### src/rtl/mux_nx1_stream.sv
// N-input registered stream multiplexer: a fixed-select or round-robin grant feeds a
// one-entry valid/ready output register that loads again on the same edge it drains.
module mux_nx1_stream #(
  parameter int WIDTH = 64,
  parameter int N     = 4,
  parameter int SELW  = $clog2(N)
) (
  input  logic               clk,
  input  logic               reset,
  input  logic               mode,
  input  logic [SELW-1:0]    sel,
  input  logic [N*WIDTH-1:0] in_data,
  input  logic [N-1:0]       in_valid,
  output logic [N-1:0]       in_ready,
  output logic [WIDTH-1:0]   out_data,
  output logic [SELW-1:0]    out_src,
  output logic               out_valid,
  input  logic               out_ready
);

  typedef enum logic {EMPTY = 1'b0, FULL = 1'b1} state_t;

  state_t           state;
  logic [SELW-1:0]  last_grant;
  logic [SELW-1:0]  grant;
  logic [SELW-1:0]  cand;
  logic             grant_vld;
  logic             load_en;
  logic             transfer;
  logic [WIDTH-1:0] grant_data;

  assign out_valid = (state == FULL);
  assign load_en   = (state == EMPTY) | (out_ready & out_valid);
  assign transfer  = ~reset & load_en & grant_vld;

  always_comb begin
    // NOTE: every combinational output gets a default first so no path can infer a latch.
    grant     = '0;
    grant_vld = 1'b0;
    cand      = '0;
    if (!mode) begin
      // Indices >= N never match a channel, so an out-of-range sel yields no grant.
      for (int i = 0; i < N; i++) begin
        if (sel == SELW'(i) && in_valid[i]) begin
          grant     = SELW'(i);
          grant_vld = 1'b1;
        end
      end
    end else begin
      // Walk from the farthest candidate back so the nearest one after last_grant wins.
      for (int k = N; k >= 1; k--) begin
        cand = SELW'((int'(last_grant) + k) % N);
        if (in_valid[cand]) begin
          grant     = cand;
          grant_vld = 1'b1;
        end
      end
    end
  end

  always_comb begin
    grant_data = '0;
    in_ready   = '0;
    for (int i = 0; i < N; i++) begin
      if (grant == SELW'(i)) begin
        grant_data  = in_data[i*WIDTH +: WIDTH];
        in_ready[i] = transfer;
      end
    end
  end

  // NOTE: registered state uses non-blocking assignments so every flop samples pre-edge values.
  always_ff @(posedge clk or posedge reset) begin
    if (reset) begin
      state      <= EMPTY;
      out_data   <= '0;
      out_src    <= '0;
      last_grant <= SELW'(N - 1);
    end else if (transfer) begin
      state      <= FULL;
      out_data   <= grant_data;
      out_src    <= grant;
      last_grant <= grant;
    end else if (out_valid && out_ready) begin
      state <= EMPTY;
    end
  end

endmodule

### config.mk
export PLATFORM = sky130hd
export DESIGN_NAME = mux_nx1_stream
export DESIGN_NICKNAME = d
export VERILOG_FILES = /design/src/rtl/mux_nx1_stream.sv
export SDC_FILE = /design/constraint.sdc
export NUM_CORES = 1
export LEC_CHECK = 0
export CORE_AREA = 2 2 133 135
export CTS_CLUSTER_DIAMETER = 100
export DETAILED_ROUTE_END_ITERATION = 10
export DIE_AREA = 0 0 135 137
export GPL_ROUTABILITY_DRIVEN = 0
export PLACE_DENSITY_LB_ADDON = 0.05
export SLEW_MARGIN = 20
export SYNTH_ARGS = -nofsm -noshare
export SYNTH_HDL_FRONTEND = slang
export SYNTH_SLANG_ARGS = --single-unit
### constraint.sdc
create_clock -name clk -period 5.8 [get_ports clk]
set_input_delay 1.45 -clock clk [delete_from_list [all_inputs] [get_ports clk]]
set_output_delay 1.45 -clock clk [all_outputs]
set_load 0.05 [all_outputs]
; After elaboration in Yosys (flattened, before gate mapping)
; Cells that the tools add are included.
[op_classes]
eq_ne = 6
reduce_logical = 8
n_mux = 35
addsub = 4
n_bitwise = 6
order_cmp = 4
[op_table]
columns = cell, count
row1 = $mux W64, 4
row2 = $mux W1, 20
row3 = $mux W2, 7
row4 = $lt A2 B3 Y1 const B, 4
row5 = $bmux W1 S2, 4
row6 = $eq A2 B2 Y1 const B, 4
row7 = $logic_and A1 B1 Y1, 5
row8 = $add A2 B1 Y2 const B, 2
row9 = $add A2 B2 Y2 const B, 2
row10 = $eq A2 B1 Y1 const B, 2
row11 = $logic_not A2 Y1, 2
row12 = $and A1 B1 Y1, 3
row13 = $not A1 Y1, 2
row14 = $reduce_bool A2 Y1, 1
row15 = $or A1 B1 Y1, 1
[word_totals]
out_inout_bits = 71
regBits = 69
inputBits = 266
wordCells = 67

; Logic depth before layout (Yosys ltp)
[logic_depth]
word_depth = 13
mapped_depth = 9
mapped_depth_nobuf = 5

; Worst setup path after synthesis
; No wires, ideal clock.
[synth_path]
kind = input to output
start = input sel[1]
end = output in_ready[0]
path_stages = 7
slack_ns = 0.797
arrival_ns = 3.553
required_time_ns = 4.350
n_path_buf = 2
cell_sequence = mux4_1 -> nor2_1 -> or4_4 -> buf_6 -> or2_4 -> clkbuf_1 -> nor2_1
[synth_between]
elab_chain_cells = 9
[synth_lines]
columns = element, line_no
row1 = start: declaration, 11  ; input logic [SELW-1:0] sel,
row2 = $logic_not A2 Y1, 44  ; if (sel == SELW'(i) && in_valid[i]) begin
row3 = $logic_and A1 B1 Y1, 44
row4 = $mux W1 (4 in a row), 44
row5 = $mux W1, 41  ; if (!mode) begin
row6 = $and A1 B1 Y1, 34  ; assign transfer = ~reset & load_en & grant_vld;
row7 = $mux W1 *, 65  ; if (grant == SELW'(i)) begin
row8 = end: declaration, 14  ; output logic [N-1:0] in_ready,
; Every way passes the cells marked *; elsewhere a longest branch is shown, timed or not.

; Final worst setup path
[layout_path]
start = input in_valid[3]
end = output in_ready[0]
[layout_between]
elab_chain_cells = 9
[layout_lines]
columns = element, line_no
row1 = start: declaration, 13  ; input logic [N-1:0] in_valid,
row2 = $bmux W1 S2, 53  ; if (in_valid[cand]) begin
row3 = $mux W1 (implied by the code), 53
row4 = $mux W1 / $mux W2 (equally long branches) (4 in a row), 53
row5 = $mux W1 / $mux W2 (equally long branches), 41
row6 = $and A1 B1 Y1 / $logic_not A2 Y1 (equally long branches), "34, 65"
row7 = $mux W1 *, 65
; Every way passes the cells marked *; elsewhere a longest branch is shown, timed or not. The select of a mux whose other input is x is not followed.

==> run_results.csv <==
group,metric,value,unit
outcome,run_status,"completed",
floorplanning,core_area,0.0171,mm²
grt,first_global_vias,4541,
detailed_routing,drt-vias-per-instance,4.71,
timing,achievable-frequency,0.196,GHz
logic_synthesis,ys_seq_area_share,40.0,%
worst_setup_path,worst-setup-path-type,"in2out",
worst_setup_path,critical_path_peak_fanout,27,
clock_network,cts_tree,"yes",
logic_synthesis,share_of_flip_flops_with_an_asynchronous_set_or_reset_after_synthesis,100,%
layout,layout-drive-gt1-share,5.08,%
worst_setup_path,cp-end-kind,"output pin",
layout,mostFrequentLayoutCell,"sky130_fd_sc_hd__clkdlybuf4s50_1",
clock_network,cts_post_setup_buffers_inserted,0,
detailed_routing,ant_nets,0,
clock_network,clock_insertion_delay_worst_skew,0.33,ns
worst_setup_path,critPathSlowestCell,"sky130_fd_sc_hd__clkdlybuf4s50_1",
layout,fin_nets,989,
floorplanning,vertical_extent_of_the_die,137,µm
min_path,min_path_type,"reg2reg",
grt,congestion_overflow_gr,0,
layout,most_frequent_cells_in_the_layout,"sky130_fd_sc_hd__clkdlybuf4s50_1, sky130_fd_sc_hd__mux2i_1, sky130_fd_sc_hd__nand2_1, sky130_fd_sc_hd__dfrtp_1, sky130_fd_sc_hd__o221ai_1",
timing,finClkSkew,0.00629,ns
worst_setup_path,cp_data_arrival_time,3.64,ns
worst_setup_path,cp_top_family,"simple AND/OR/NAND/NOR gates",
clock_network,clkSlewWorstSetupHoldPaths,0.06,ns
detailed_routing,drc,0,
timing,timing.final.hold_violations,0,
logic_synthesis,ys_ff_latch,69,
clock_network,cts_repair_resized_insts,0,
worst_setup_path,timing.critical_path.cells,"clkdlybuf4s50_1 -> mux4_1 -> nor2_1 -> or4_4 -> or2_4 -> nor2_1 -> buf_4",
grt,grt_start_max_net_pins,131,
layout,nFillCells,1578,
detailed_routing,routed.top_layer,"met4",
layout,layout-area-overhead-vs-synth,90.1,%
power,finalPower,2.93,mW
logic_synthesis,postSynthNetCount,674,
floorplanning,rows,48,
place,buffer_ports.inserted,336,
grt,grt_antenna_before_repair,0,
power,total_leakage_power,3.35,nW
job,timing.max_cap.violations,0,
timing,rsz_0062_raised_after_global_routing,"false",
timing,slew_of_the_pin_with_the_lowest_slew_margin,0.892,ns
timing,timing.final.max_slew_violations,0,
timing,period_minus_slack,5.09,ns
detailed_routing,finalWirelength,17300,µm
logic_synthesis,post_synth_instance_area,0.00432,mm²
timing,relSlewSlack,40.5,%
timing,final-setup-viol-count,0,
clock_network,cts_root_buf,"sky130_fd_sc_hd__clkbuf_16",
floorplanning,die_area,0.0185,mm²
worst_setup_path,cp_slowest_stage_delay,0.59,ns
detailed_routing,avgRoutedWirePerCell,18.2,µm
worst_setup_path,crit_required,4.35,ns
detailed_routing,detailroute.wirelength.met3,1520,µm
worst_setup_path,crit_buf_inv,2,
timing,period_share,87.8,%
detailed_routing,drt_iter0_drc,159,
clock_network,clock_tree.buffer_depth,2,
power,max-vdd-ir-drop,0.177,mV
logic_synthesis,post_synth.cell_area_avg,10.6,µm²
place,dp_hpwl,13100,µm
clock_network,cts.sinks,69,
detailed_routing,drt-met1-wl,6530,µm
floorplanning,initial_utilization,25.3,%
timing,fin_setup_tns,0,ns
grt,grt_first_pass_wirelength,25200,µm
logic_synthesis,yosys_warnings,0,
floorplanning,die-width,135,µm
clock_network,cts-buffers-inserted,9,
logic_synthesis,yosys.cell_types.count,28,
logic_synthesis,top_flip_flop_cell_by_instance_count_after_synthesis,"sky130_fd_sc_hd__dfrtp_1",
floorplanning,num_io_pins,337,
logic_synthesis,synth_edf_count,0,
detailed_routing,dr.pass1.iters,4,
power,pwr_density_cell,356,mW/mm²
clock_network,htreeDepth,3,
logic_synthesis,postSynthCellCount,408,
detailed_routing,detailroute.wirelength.met2,8910,µm
grt,grt_use_total,17.9,%
clock_network,cts.hold.buffers_added,0,
layout,antenna_cells,0,
worst_setup_path,startpoint_type,"input port",
worst_setup_path,cpMostUsedCell,"sky130_fd_sc_hd__nor2_1",
detailed_routing,via_count,4487,
-- cells in the mapped netlist, types with 2 or more instances --
library cell	count	share of area, %
sky130_fd_sc_hd__dfrtp_1	67	39
sky130_fd_sc_hd__nand2b_1	3	0.43
sky130_fd_sc_hd__nor2_1	8	0.69
sky130_fd_sc_hd__a31oi_1	2	0.29
sky130_fd_sc_hd__clkbuf_1	16	1.4
sky130_fd_sc_hd__o32a_1	2	0.46
sky130_fd_sc_hd__or2_2	2	0.29
sky130_fd_sc_hd__nand2_1	68	5.9
sky130_fd_sc_hd__nor2b_1	3	0.43
sky130_fd_sc_hd__buf_6	7	1.8
sky130_fd_sc_hd__buf_2	14	1.6
sky130_fd_sc_hd__mux2i_1	129	30
sky130_fd_sc_hd__a21oi_1	3	0.35
sky130_fd_sc_hd__dfstp_2	2	1.2
sky130_fd_sc_hd__o221ai_1	64	13
sky130_fd_sc_hd__inv_1	6	0.52
-- where the power goes --
part,leakage (nW),switching (mW),internal (mW)
clock network,0.183,0.207,0.475
registers,0.851,0.0829,0.631
logic,2.31,0.909,0.622
-- cell families after synthesis --
| logic type | after synthesis | share of synthesized area (%) |
|---|---|---|
| compound gates | 74 | 14.8 |
| buf+inv | 44 | 5.53 |
| flops | 69 | 40.0 |
| mux | 132 | 31.0 |
| simple gates | 89 | 8.68 |
-- worst register-to-register path: stages, from the launching register on --
cell                       delay (ns)
sky130_fd_sc_hd__dfstp_2         0.39
sky130_fd_sc_hd__and2_1          0.16
sky130_fd_sc_hd__o32a_1          0.20
sky130_fd_sc_hd__o32ai_4         0.34
sky130_fd_sc_hd__buf_12          0.66
sky130_fd_sc_hd__mux2i_1         0.48
sky130_fd_sc_hd__o221ai_1        0.16
-- flip-flops by register name, indices dropped and copies added (netlist names) --
name,flops
out_data,64
last_grant,2
out_src,2
out_valid,1
-- stage by stage --
stage	worst slack [ns]	hold WS, ns	utilization, %	cells	instance area [µm²]
after detailed placement	0.701	0.475	46.0	937	7850
final	0.709	0.485	48.2	953	8220
after floorplan	0.797	0.449	-	408	4320
after global placement	0.751	0.463	46.0	937	7850
after global routing	0.583	0.500	48.2	953	8220
after CTS	0.695	0.488	48.2	953	8220
-- final timing paths --
path,start,to,slack (ns),cells after the start
max in group asynchronous,reset,out_data[14]$_DFFE_PP0N_,3.31,3
worst min-delay path,last_grant[0]$_DFFE_PP1N_,last_grant[0]$_DFFE_PP1N_,0.49,2
worst min register to register,last_grant[0]$_DFFE_PP1N_,last_grant[0]$_DFFE_PP1N_,0.49,2
worst max register to register,last_grant[1]$_DFFE_PP1N_,out_data[40]$_DFFE_PP0N_,3.26,6
worst max-delay path,in_valid[3],in_ready[0],0.71,7
min in group asynchronous,reset,out_data[13]$_DFFE_PP0N_,1.62,2
-- final cells by class --
| cell class | count | area [µm²] | share of cell area [%] |
|---|---|---|---|
| clock buffer | 10 | 239 | 2.91 |
| clock inverter | 6 | 134 | 1.63 |
| inverter | 6 | 23.8 | 0.289 |
| multi-input combinational | 295 | 2380 | 28.9 |
| sequential | 69 | 1730 | 21.0 |
| tap | 225 | 282 | 3.43 |
| timing repair buffer | 342 | 3440 | 41.8 |
-- layer usage --
layer / GRT usage [%] / up-vias
li1: - / 2185
met1: 19.6 / 2050
met2: 33.4 / 231
met3: 4.52 / 21
met4: 6.31 / 0
met5: 0 / -
Power figures use the tool's default switching activity.
